[src/rtl/uart_pkg.sv]
// Shared UART definitions: transmit FSM state encoding, parity modes and the
// default line parameters used by both the transmit and receive sides.
package uart_pkg;

    typedef enum logic [2:0] {
        IDLE   = 3'd0,
        START  = 3'd1,
        DATA   = 3'd2,
        PARITY = 3'd3,
        STOP   = 3'd4
    } tx_state_t;

    localparam int PARITY_MODE_EVEN = 0;
    localparam int PARITY_MODE_ODD  = 1;

    localparam int UART_CLKS_PER_BIT = 16;
    localparam int UART_DATA_BITS    = 8;

endpackage

[src/rtl/uart_tx_ctrl_if.sv]
// Host-side byte handshake of the UART transmitter (valid/ready with data).
interface uart_tx_ctrl_if #(
    parameter int DATA_BITS = uart_pkg::UART_DATA_BITS
);
    logic                 TxValid;
    logic [DATA_BITS-1:0] TxData;
    logic                 TxReady;

    modport master (output TxValid, output TxData, input TxReady);
    modport slave  (input TxValid, input TxData, output TxReady);
endinterface

[src/rtl/counter_modulo_n.sv]
// Free-running modulo-N counter with enable and asynchronous active-low clear.
module CounterModuloN #(
    parameter  int N = 16,
    localparam int W = (N > 1) ? $clog2(N) : 1
) (
    input  logic         Clock,
    input  logic         ClearN,
    input  logic         Enable,
    output logic [W-1:0] Q
);

    // NOTE: sequential state is written with non-blocking assignments only,
    // so every flop samples the pre-edge values of its inputs.
    always_ff @(posedge Clock or negedge ClearN) begin
        if (!ClearN) begin
            Q <= '0;
        end else if (Enable) begin
            Q <= (Q == W'(N - 1)) ? '0 : Q + 1'b1;
        end
    end

endmodule

[src/rtl/uart_tx_ctrl_baud.sv]
// Baud divider: one tick on the last clock of every serial bit period.
module uart_tx_ctrl_baud #(
    parameter int CLKS_PER_BIT = 16
) (
    input  logic Clock,
    input  logic ClearN,
    input  logic Enable,
    input  logic Restart,
    output logic Tick
);

    localparam int W = $clog2(CLKS_PER_BIT);

    logic [W-1:0] count;

    // Restart comes from a register, so the counter's clear input never glitches.
    CounterModuloN #(.N(CLKS_PER_BIT)) u_count (
        .Clock  (Clock),
        .ClearN (ClearN & ~Restart),
        .Enable (Enable),
        .Q      (count)
    );

    assign Tick = (count == W'(CLKS_PER_BIT - 1)) && Enable;

endmodule

[src/rtl/uart_tx_ctrl.sv]
// UART transmit controller: accepts a byte on a valid/ready handshake and
// serialises it LSB-first with start bit, optional parity and stop bit(s).
module uart_tx_ctrl
    import uart_pkg::*;
#(
    parameter int CLKS_PER_BIT = UART_CLKS_PER_BIT,
    parameter int DATA_BITS    = UART_DATA_BITS,
    parameter int PARITY_EN    = 0,
    parameter int PARITY_ODD   = PARITY_MODE_EVEN,
    parameter int STOP_BITS    = 1
) (
    input  logic           Clock,
    input  logic           ClearN,
    uart_tx_ctrl_if.slave  host,
    output logic           TxSerial,
    output logic           TxBusy,
    output logic           TxDone
);

    localparam int BIT_W = $clog2(DATA_BITS + 1);

    localparam logic [2:0] ST_IDLE   = 3'(IDLE);
    localparam logic [2:0] ST_START  = 3'(START);
    localparam logic [2:0] ST_DATA   = 3'(DATA);
    localparam logic [2:0] ST_PARITY = 3'(PARITY);
    localparam logic [2:0] ST_STOP   = 3'(STOP);

    logic [2:0]           state_q, state_d;
    logic [DATA_BITS-1:0] shift_q, shift_d;
    logic [BIT_W-1:0]     bit_cnt_q, bit_cnt_d;
    logic                 parity_q, parity_d;
    logic                 serial_d;
    logic                 done_d;
    logic                 tick;

    // Held in clear while idle; inside a frame every state change lands on the
    // counter wrap, so each state starts with the count at zero.
    uart_tx_ctrl_baud #(.CLKS_PER_BIT(CLKS_PER_BIT)) u_baud (
        .Clock   (Clock),
        .ClearN  (ClearN),
        .Enable  (TxBusy),
        .Restart (~TxBusy),
        .Tick    (tick)
    );

    // NOTE: every signal written here gets a default first, so no path leaves
    // it unassigned and no latch is inferred.
    always_comb begin
        state_d   = state_q;
        shift_d   = shift_q;
        bit_cnt_d = bit_cnt_q;
        parity_d  = parity_q;
        done_d    = 1'b0;

        case (state_q)
            ST_IDLE: begin
                if (host.TxValid && host.TxReady) begin
                    shift_d   = host.TxData;
                    parity_d  = (^host.TxData) ^ (PARITY_ODD == PARITY_MODE_ODD);
                    bit_cnt_d = '0;
                    state_d   = ST_START;
                end
            end
            ST_START: begin
                if (tick) begin
                    bit_cnt_d = '0;
                    state_d   = ST_DATA;
                end
            end
            ST_DATA: begin
                if (tick) begin
                    shift_d = shift_q >> 1;
                    if (bit_cnt_q == BIT_W'(DATA_BITS - 1)) begin
                        bit_cnt_d = '0;
                        state_d   = (PARITY_EN != 0) ? ST_PARITY : ST_STOP;
                    end else begin
                        bit_cnt_d = bit_cnt_q + 1'b1;
                    end
                end
            end
            ST_PARITY: begin
                if (tick) begin
                    bit_cnt_d = '0;
                    state_d   = ST_STOP;
                end
            end
            ST_STOP: begin
                // The bit counter is reused to count stop bits.
                if (tick) begin
                    if (bit_cnt_q == BIT_W'(STOP_BITS - 1)) begin
                        bit_cnt_d = '0;
                        state_d   = ST_IDLE;
                        done_d    = 1'b1;
                    end else begin
                        bit_cnt_d = bit_cnt_q + 1'b1;
                    end
                end
            end
            default: state_d = ST_IDLE;
        endcase

        // Line level is derived from the next state so TxSerial is a flop output.
        case (state_d)
            ST_START:  serial_d = 1'b0;
            ST_DATA:   serial_d = shift_d[0];
            ST_PARITY: serial_d = parity_d;
            default:   serial_d = 1'b1;
        endcase
    end

    always_ff @(posedge Clock or negedge ClearN) begin
        if (!ClearN) begin
            state_q      <= ST_IDLE;
            shift_q      <= '0;
            bit_cnt_q    <= '0;
            parity_q     <= 1'b0;
            TxSerial     <= 1'b1;
            host.TxReady <= 1'b1;
            TxBusy       <= 1'b0;
            TxDone       <= 1'b0;
        end else begin
            state_q      <= state_d;
            shift_q      <= shift_d;
            bit_cnt_q    <= bit_cnt_d;
            parity_q     <= parity_d;
            TxSerial     <= serial_d;
            host.TxReady <= (state_d == ST_IDLE);
            TxBusy       <= (state_d != ST_IDLE);
            TxDone       <= done_d;
        end
    end

endmodule

[src/flat_wrapper.sv]
// flat-port wrapper written by rule: the top's interface ports become plain ports
module uart_tx_ctrl_flat import uart_pkg::*;
#(
    parameter int CLKS_PER_BIT = UART_CLKS_PER_BIT,
    parameter int DATA_BITS    = UART_DATA_BITS,
    parameter int PARITY_EN    = 0,
    parameter int PARITY_ODD   = PARITY_MODE_EVEN,
    parameter int STOP_BITS    = 1
)
  (Clock, ClearN, TxSerial, TxBusy, TxDone, host_TxValid, host_TxData, host_TxReady);
  uart_tx_ctrl_if #(.DATA_BITS(DATA_BITS)) host_i ();
  input  logic Clock;
  input  logic ClearN;
  output logic TxSerial;
  output logic TxBusy;
  output logic TxDone;
  input wire logic [$bits(host_i.TxValid)-1:0] host_TxValid;
  input wire logic [$bits(host_i.TxData)-1:0] host_TxData;
  output wire logic [$bits(host_i.TxReady)-1:0] host_TxReady;
  assign host_i.TxValid = host_TxValid;
  assign host_i.TxData = host_TxData;
  assign host_TxReady = host_i.TxReady;
  uart_tx_ctrl #(.CLKS_PER_BIT(CLKS_PER_BIT), .DATA_BITS(DATA_BITS), .PARITY_EN(PARITY_EN), .PARITY_ODD(PARITY_ODD), .STOP_BITS(STOP_BITS)) u_core (.Clock(Clock), .ClearN(ClearN), .host(host_i), .TxSerial(TxSerial), .TxBusy(TxBusy), .TxDone(TxDone));
endmodule
[config.mk]
export PLATFORM = sky130hd
export DESIGN_NAME = uart_tx_ctrl_flat
export DESIGN_NICKNAME = d
export VERILOG_FILES = /design/src/rtl/uart_pkg.sv /design/src/rtl/uart_tx_ctrl_if.sv /design/src/rtl/counter_modulo_n.sv /design/src/rtl/uart_tx_ctrl_baud.sv /design/src/rtl/uart_tx_ctrl.sv /design/src/flat_wrapper.sv
export SDC_FILE = /design/constraint.sdc
export NUM_CORES = 1
export LEC_CHECK = 0
export ABC_AREA = 1
export BUFFER_PORTS_ARGS = -buffer_cell sky130_fd_sc_hd__clkbuf_2
export CORE_UTILIZATION = 45
export DETAILED_ROUTE_END_ITERATION = 7
export GPL_ROUTABILITY_DRIVEN = 1
export PLACE_DENSITY_LB_ADDON = 0.12
export SLEW_MARGIN = 20
export SYNTH_ARGS = -nofsm -noshare
export SYNTH_HDL_FRONTEND = slang
export SYNTH_SLANG_ARGS = --single-unit
[constraint.sdc]
create_clock -name Clock -period 0.8 [get_ports Clock]
set_input_delay 0.08 -clock Clock [delete_from_list [all_inputs] [get_ports Clock]]
set_output_delay 0.08 -clock Clock [all_outputs]
set_load 0.02 [all_outputs]
==> out/results.txt, run 1 <==
Worst-skew pair later-pin latency: 0.32 ns
Final setup fails: 28
Final Slew Violations: 0
Via count: 1464
Avg Cell Area, Syn: 7.526 um2
Leakage: 1.128 nW
Delay-heaviest family, CP: simple AND/OR/NAND/NOR gates
Fin util: 0.6900
Clock power frac: 0.104
Most Used Layer, Global Route: met2
Adder-cell share of the synthesized area: 0.02481
Reg power frac: 0.348
Gate power share: 0.548
Met1 usage: 0.2652
RSZ-0062 raised after global routing: true
Dpl hpwl: 2654 um
CTS Buf Count: 3
Post-synthesis cell count: 201
Psw: 0.002560 W
Top cells by area, synth: dfrtp_1, nand2_1, inv_1, dfstp_2, o21ai_0
Post-synthesis mux area share: 0
R2R Setup Slk: -0.68 ns
First-pass GRT wire length: 6078 um
Simple-Gate Fraction of Synth Area: 0.3706
Layout Cells excl Fill: 295
Fmax: 677.2 MHz
# diodes: 0
WP depth: 10
MaxCap Viol Count: 0
Core ar.: 0.003128 mm2
Final worst setup slack: -0.6768 ns
Clock sink total: 24
Fin crit period: 1.477 ns
Final Hold Viols: 0
Slowest CP cell: dfrtp_1
FF-to-FF Start: u_core.u_baud.u_count.Q[0]
Ports: 15
Post-synthesis sequential area ratio: 0.3987
Clock tree buffer depth: 2
Die Ht: 59.98 um
Crit path cell chain: ha_4 -> nand2_4 -> nor2_4 -> nand2_4 -> nor2_2 -> nor2_1 -> nand2_2 -> nand3_4 -> nor2_4 -> inv_2
Root Driver: clkbuf_4
Inst Count DP: 287
Worst relative slew slack: 0.8205
Rows: 20
Crit path DAT: 1.71 ns
Initial antenna violation count: 0
Vias/cell: 4.963
Slew of the pin with the lowest slew margin: 0.2667 ns
Layout fillers: 252
Failing checks: negative setup slack
Status: finished, violations left
Synthesized net count: 215
Vias in the first global route: 1469
Switching Share: 0.4207
DRT iter0 DRCs: 74
Buffers on Ports: 14
Final ANT Viol Nets: 0
DR WL/cell: 13.05 um
Met2 Use GR: 0.4429
Worst Path Buf+Inv: 1
Synthesized area: 0.001513 mm2
Crit. End Element: register
CTS H-tree lvls: 1
Crit Path Category: reg2reg
WL final: 3851 um
Largest family of logic cells by synthesized area: simple AND/OR/NAND/NOR gates
Maximum number of pins on one net before global-route repair: 15
Hold Crit Class: in2async
Area Overhead vs Synth: 42.68%
Crit Path Max Fanout: 5
Cell taking the most area after synthesis: dfrtp_1
Total Power: 0.006086 W
CTS tree: built
Worst setup SP type: register
Setup TNS: -13.43 ns
1st-pass router iterations: 4
Die area: 0.003598 mm2
Die width: 59.98 um
CP max stage delay: 0.41 ns
Crit path from: u_core.u_baud.u_count.Q[0]
Final Skew: 0.003523 ns
Xor and xnor area share after synthesis: 0.01737
Synth unique cells: 30
Compound-Gate Fraction of Synth Area: 0.09760
Synth Register Bits: 24
Final period util: 1.846
Reg2Reg Depth: 10
VDD IR max: 1.917 mV
Layout cells sized above 1: 0.4343
Synth warnings: 0
Power per Cell Area: 2820 mW/mm2
GRT Total Usage: 0.2326
RD Place Congestion: 0.8708
Area share of the largest cell type after synthesis: 0.3639
Power Internal: 0.003526 W
CP required: 1.03 ns
# DRC: 0
Met3 Usage GRT: 0.02597
CTS clock-pin slew for the worst setup and hold paths: 0.12 ns
Final #Nets: 266
Initial Util: 0.4836
Grt total ovfl: 0
Critical register-to-register path endpoint: u_core.TxBusy
-- cells by family (layout without fill, tap and decap cells) --
kind of cell,count (synthesis),count (layout)
AND/OR/NAND/NOR,113,113
buffers and inverters,36,86
flip-flops,24,24
AO/OA/AOI/OAI,22,22
adder cells (fa/ha/maj),3,3
XOR/XNOR,3,3
-- placed cells by master (no fill, tap or decap), types with 4 or more instances in the layout --
cell      instances
nand3_1           5
nand3_2           4
inv_2             5
buf_4            27
nand2_4           6
nor2_1            8
o21ai_0           4
clkbuf_2         10
o21ai_1           5
nor2_4            7
o221ai_2          5
inv_1            29
buf_6             5
nand2_2          10
nor2_2            4
nand2_1          62
dfrtp_1          19
-- power groups by stage --
stage	clock network, W	registers (W)	logic (W)
finish	0.000635	0.00212	0.00333
global route	0.000700	0.00216	0.00362
CTS	0.000638	0.00206	0.00283
detailed placement	0	0.00204	0.00242
global placement	0	0.00203	0.00236
floorplan	0	0.00209	0.00144
-- worst max-delay path by stage --
stage / end / slack (ns)
final: u_core.TxBusy / -0.68
after detailed placement: u_core.TxBusy / -0.67
after global placement: u_core.TxBusy / -0.60
after CTS: u_core.TxBusy / -0.64
after global routing: u_core.TxBusy / -0.73
after floorplan: u_core.TxBusy / -0.52
-- per-stage QoR --
stage               setup slack [ns]  area [um2]  hold slack, ns
floorplan                    -0.5155        1523         -0.2156
global placement             -0.6044        1858        -0.07191
detailed placement           -0.6692        1858        -0.06901
global route                 -0.7272        2158          0.1288
CTS                          -0.6438        2044          0.1255
finish                       -0.6768        2158          0.1146
-- metal layers --
layer  part of all wire  routed length (um)
met5                  0                   0
met3              0.040                 154
met4              0.017                  67
met1               0.40                1547
met2               0.54                2082
-- flip-flops by register name (all words and copies together) (netlist names) --
register                 count
u_core.TxDone                1
u_core.state_q               3
u_core.TxBusy                1
u_core.parity_q              1
u_core.TxSerial              1
u_core.u_baud.u_count.Q      4
u_core.shift_q               8
u_core.bit_cnt_q             4
u_core.host.TxReady          1
-- synthesized netlist by cell type, drive strengths merged --
master,number
a21oi,3
o22ai,1
xnor2,1
ha,3
dfstp,2
nor4,1
o221ai,5
o21ai,10
nand2,78
nand4,2
xor2,2
o22a,1
inv,36
nand3,11
o211ai,1
nor2,20
dfrtp,22
or2,1
a22oi,1
-- final cells by class --
class,count,area [um2],area share
inverters,36,142.6,0.06609
repair buffers,46,364.1,0.1687
well taps,44,55.05,0.02551
multi-input cells,141,953.4,0.4417
clock buffers,4,36.28,0.01681
flip-flops and latches,24,606.8,0.2812
-- repair_timing --
item                                   4_1_cts  5_1_grt
setup endpoints to repair                   28       28
gates cloned                                 0        0
resized for setup                           29       38
setup buffers                                3        2
endpoints found under the hold margin       24        0
pin swaps                                    6        6
hold buffers                                 1        0
Power figures use the tool's default switching activity.
==> run 2: changes to the inputs <==
- CELL_PAD_IN_SITES_DETAIL_PLACEMENT: unset -> 1
- CELL_PAD_IN_SITES_GLOBAL_PLACEMENT: unset -> 1
- CORE_UTILIZATION: 45 -> 38
- CTS_CLUSTER_SIZE: unset -> 12
- SETUP_SLACK_MARGIN: unset -> 0.2
==> out/results.txt, run 2 (synthesized netlist as in run 1, its figures left out) <==
Initial Util: 0.4041
First-pass GRT wire length: 7783 um
Commonest non-fill, non-tap cells in the layout: nand2_1, buf_4, inv_1
Maximum number of pins on one net before global-route repair: 14
CTS clock-pin slew for the worst setup and hold paths: 0.09 ns
Initial antenna violation count: 0
Worst setup SP type: register
Buffers on Ports: 14
Core ar.: 0.003744 mm2
Root Driver: clkbuf_8
Power per Cell Area: 3011 mW/mm2
WL final: 5376 um
Cell area after layout: 0.002302 mm2
Worst-skew pair later-pin latency: 0.28 ns
Power Internal: 0.003976 W
Hold Crit Class: in2async
Rows: 22
Final Hold Viols: 24
Crit path DAT: 1.78 ns
CTS H-tree lvls: 1
1st-pass router iterations: 4
Crit path cell chain: ha_4 -> nand2_4 -> nor2_4 -> nand2_4 -> nand2_2 -> nand4_4 -> nor2_4 -> nand2_1 -> o21ai_0
GRT Total Usage: 0.2462
VDD IR max: 2.129 mV
Die Ht: 65.10 um
MaxCap Viol Count: 0
DR WL/cell: 17.18 um
DRT iter0 DRCs: 40
Final period util: 1.994
Final #Nets: 280
Failing checks: negative hold slack, negative setup slack
Post-cts hold buffer count: 1
Biggest regs: u_core.shift_q x8, u_core.bit_cnt_q x4, u_core.u_baud.u_count.Q x4
Clock sink total: 24
Vias in the first global route: 1615
CP required: 0.98 ns
Crit Path Category: reg2reg
Dpl hpwl: 3139 um
Vias/cell: 4.981
Commonest non-fill, non-tap cell in the layout: nand2_1
CP max stage delay: 0.42 ns
Final ANT Viol Nets: 0
Ports: 15
Gate power share: 0.567
Slowest CP cell: dfrtp_1
Grt total ovfl: 0
Crit. End Element: register
Fmax: 626.9 MHz
Fin Hold WS: -0.3543 ns
Layout cells sized above 1: 0.4906
Clock tree buffer depth: 2
Die area: 0.004237 mm2
RSZ-0062 raised after global routing: true
# diodes: 0
Final Slew Violations: 0
Final worst setup slack: -0.7952 ns
Worst relative slew slack: 0.7141
Final setup fails: 28
Crit Path Max Fanout: 5
Psw: 0.002956 W
Reg power frac: 0.308
Status: finished, violations left
Die width: 65.10 um
DP Area: 0.001901 mm2
Slew of the pin with the lowest slew margin: 0.4244 ns
RD Place Congestion: 0.8739
Fin util: 0.6150
Via count: 1559
Final Skew: 0.002569 ns
Area Overhead vs Synth: 52.19%
Register bank with the most flops: u_core.shift_q
Number of flip-flops under the largest register name: 8
Clock power frac: 0.125
Total Power: 0.006932 W
Fin crit period: 1.595 ns
Switching Share: 0.4264
CTS Buf Count: 3
CTS tree: built
# DRC: 0
Leakage: 1.203 nW
-- run 2: worst paths after layout --
check / from / end / slack, ns / depth (start not counted)
max in group asynchronous: u_core.TxBusy / u_core.u_baud.u_count.Q[2] / 0.08 / 5
max: u_core.u_baud.u_count.Q[1] / u_core.bit_cnt_q[0] / -0.80 / 9
max reg2reg: u_core.u_baud.u_count.Q[1] / u_core.bit_cnt_q[0] / -0.80 / 9
min reg2reg: u_core.shift_q[0] / u_core.shift_q[0] / 0.52 / 2
min: ClearN / u_core.TxBusy / -0.35 / 1
min in group Clock: host_TxData[7] / u_core.shift_q[7] / 0.21 / 4
-- run 2: power groups by stage --
stage	registers, W	clock network [W]	logic, W
2_1_floorplan	0.00209	0	0.00144
3_3_place_gp	0.00202	0	0.00243
3_5_place_dp	0.00204	0	0.00256
4_1_cts	0.00207	0.000852	0.00325
5_1_grt	0.00218	0.000922	0.00421
6_report	0.00214	0.000865	0.00393
-- run 2: timing repair --
action                                 4_1_cts  5_1_grt
pin swaps                                    7        6
setup endpoints to repair                   28       52
gates resized for setup                     32       36
setup buffers                                7        6
endpoints found under the hold margin       24       24
-- run 2: layout make-up --
class                      count  area, um2
clock buffer                   4      55.05
sequential                    24      605.6
fill                         454       1441
multi-input combinational    141      954.7
inverter                      36      145.1
tap                           48      60.06
timing repair buffer          60      481.7
-- run 2: metrics by stage --
step           std cells  setup TNS [ns]  hold slack (ns)  setup slack (ns)
2_1_floorplan        201          -8.901          -0.2156           -0.5155
3_3_place_gp         296          -10.99         -0.05463           -0.6654
3_5_place_dp         296          -12.14         -0.04898           -0.6878
4_1_cts              308          -13.46           0.2130           -0.6543
5_1_grt              313          -16.94          -0.3494           -0.8621
6_report             313          -15.70          -0.3543           -0.7952
-- run 2: metal layers --
metal,vias up,track usage,routed length (um)
li1,753,-,-
met5,-,0,0
met4,0,0.07337,143
met1,771,0.2959,2217
met3,11,0.02083,88
met2,24,0.4622,2927
-- run 2: worst max-delay path: cells and delay by family, from the launching register on --
family	cells	cell delay [ns]
AOI/OAI and AO/OA	1	0.10
adders and majority gates	1	0.18
DFF	1	0.42
and+or+nand+nor	7	0.78
==> run 3: changes to the inputs <==
- PLACE_DENSITY_LB_ADDON: 0.12 -> 0.1
==> out/results.txt, run 3 (synthesized netlist as in run 1, its figures left out) <==
FF-to-FF Start: u_core.u_baud.u_count.Q[0]
Root Driver: clkbuf_8
CP required: 0.99 ns
1st-pass router iterations: 4
Rows: 22
GRT Total Usage: 0.2332
Final period util: 1.902
Worst setup SP type: register
Clock tree buffer depth: 2
Hold Crit Class: in2async
Fin crit period: 1.522 ns
CTS Buf Count: 3
Die area: 0.004237 mm2
Biggest regs: u_core.shift_q x8, u_core.bit_cnt_q x4, u_core.u_baud.u_count.Q x4
Number of flip-flops under the largest register name: 8
Status: finished, violations left
Power per Cell Area: 2895 mW/mm2
Cell area after layout: 0.002303 mm2
# DRC: 0
Maximum number of pins on one net before global-route repair: 18
Commonest non-fill, non-tap cell in the layout: nand2_1
Final worst setup slack: -0.7218 ns
Via count: 1503
Ports: 15
Commonest non-fill, non-tap cells in the layout: nand2_1, buf_4, inv_1
RD Place Congestion: 0.8281
Fin util: 0.6153
Worst-skew pair later-pin latency: 0.27 ns
Fmax: 657.1 MHz
First-pass GRT wire length: 7479 um
WL final: 4956 um
Crit Path Category: reg2reg
DP Area: 0.001891 mm2
Inst Count DP: 293
Dpl hpwl: 3135 um
Die Ht: 65.10 um
Crit Path Max Fanout: 4
Crit. End Element: register
Final Slew Violations: 0
DRT iter0 DRCs: 34
Clock sink total: 24
# diodes: 0
Layout fillers: 455
Initial Util: 0.4041
Final #Nets: 275
Grt total ovfl: 0
DR WL/cell: 16.09 um
Final Hold Viols: 0
Crit path DAT: 1.72 ns
Slew of the pin with the lowest slew margin: 0.3247 ns
MaxCap Viol Count: 0
Crit path from: u_core.u_baud.u_count.Q[0]
VDD IR max: 1.815 mV
Failing checks: negative setup slack
Initial antenna violation count: 0
Die width: 65.10 um
Register bank with the most flops: u_core.shift_q
Area Overhead vs Synth: 52.27%
Layout Cells excl Fill: 308
Final ANT Viol Nets: 0
CTS H-tree lvls: 1
Vias/cell: 4.880
Final setup fails: 28
Setup TNS: -14.75 ns
Leakage: 1.187 nW
CTS tree: built
Buffers on Ports: 14
RSZ-0062 raised after global routing: true
Worst relative slew slack: 0.7815
Core ar.: 0.003744 mm2
CTS clock-pin slew for the worst setup and hold paths: 0.09 ns
Layout cells sized above 1: 0.4538
Worst slack, placed: -0.6945 ns
Vias in the first global route: 1573
Final Skew: 0.004436 ns
## run 3: metal layers
layer / up-vias / track usage / share of wire
met5: - / 0 / 0
li1: 751 / - / -
met3: 0 / 0.01215 / 0.011
met2: 9 / 0.4349 / 0.56
met4: 0 / 0.05707 / 0
met1: 743 / 0.2926 / 0.43
## run 3: final cells by class
cell class | count | area, um2 | share of cell area
Clock buffer | 4 | 55.05 | 0.02390
Inverter | 36 | 147.6 | 0.06410
Multi-Input combinational cell | 141 | 970.9 | 0.4215
Sequential cell | 24 | 606.8 | 0.2634
Tap cell | 48 | 60.06 | 0.02607
Timing Repair Buffer | 55 | 462.9 | 0.2010
## run 3: final timing paths
check / cells after the start / slack, ns / end
worst max-delay path: 8 / -0.72 / u_core.TxSerial
worst min-delay path: 2 / 0.19 / u_core.TxBusy
worst max register to register: 8 / -0.72 / u_core.TxSerial
worst min register to register: 4 / 0.45 / u_core.u_baud.u_count.Q[1]
max in group asynchronous: 4 / 0.24 / u_core.u_baud.u_count.Q[3]
min in group Clock: 4 / 0.23 / u_core.shift_q[1]
## run 3: critical path, stage by stage (launching register included)
cell and delay [ns]:
dfrtp_1 0.41, ha_4 0.17, nand3_2 0.12, nor2_4 0.19
nand2_2 0.11, nand2_2 0.11, o21ai_0 0.14, nand2_2 0.11
nand3_1 0.08
## run 3: stage by stage
| stage | hold slack [ns] | power [W] |
|---|---|---|
| finish | 0.1859 | 0.006669 |
| global route | 0.1927 | 0.007074 |
| floorplan | -0.2156 | 0.003534 |
| global placement | -0.07228 | 0.004397 |
| CTS | 0.1797 | 0.006032 |
| detailed placement | -0.07291 | 0.004543 |
## run 3: what timing repair did
action | CTS | global route
resized for setup | 32 | 35
endpoints found under the setup margin | 28 | 32
hold buffers | 1 | 0
pin swaps | 8 | 12
setup buffers | 4 | 6
hold endpoints to repair | 24 | 0
## run 3: power by group
part / switching, W / internal, W
clock: 0.000404 / 0.000439
sequential: 0.000435 / 0.00170
combinational: 0.00198 / 0.00170
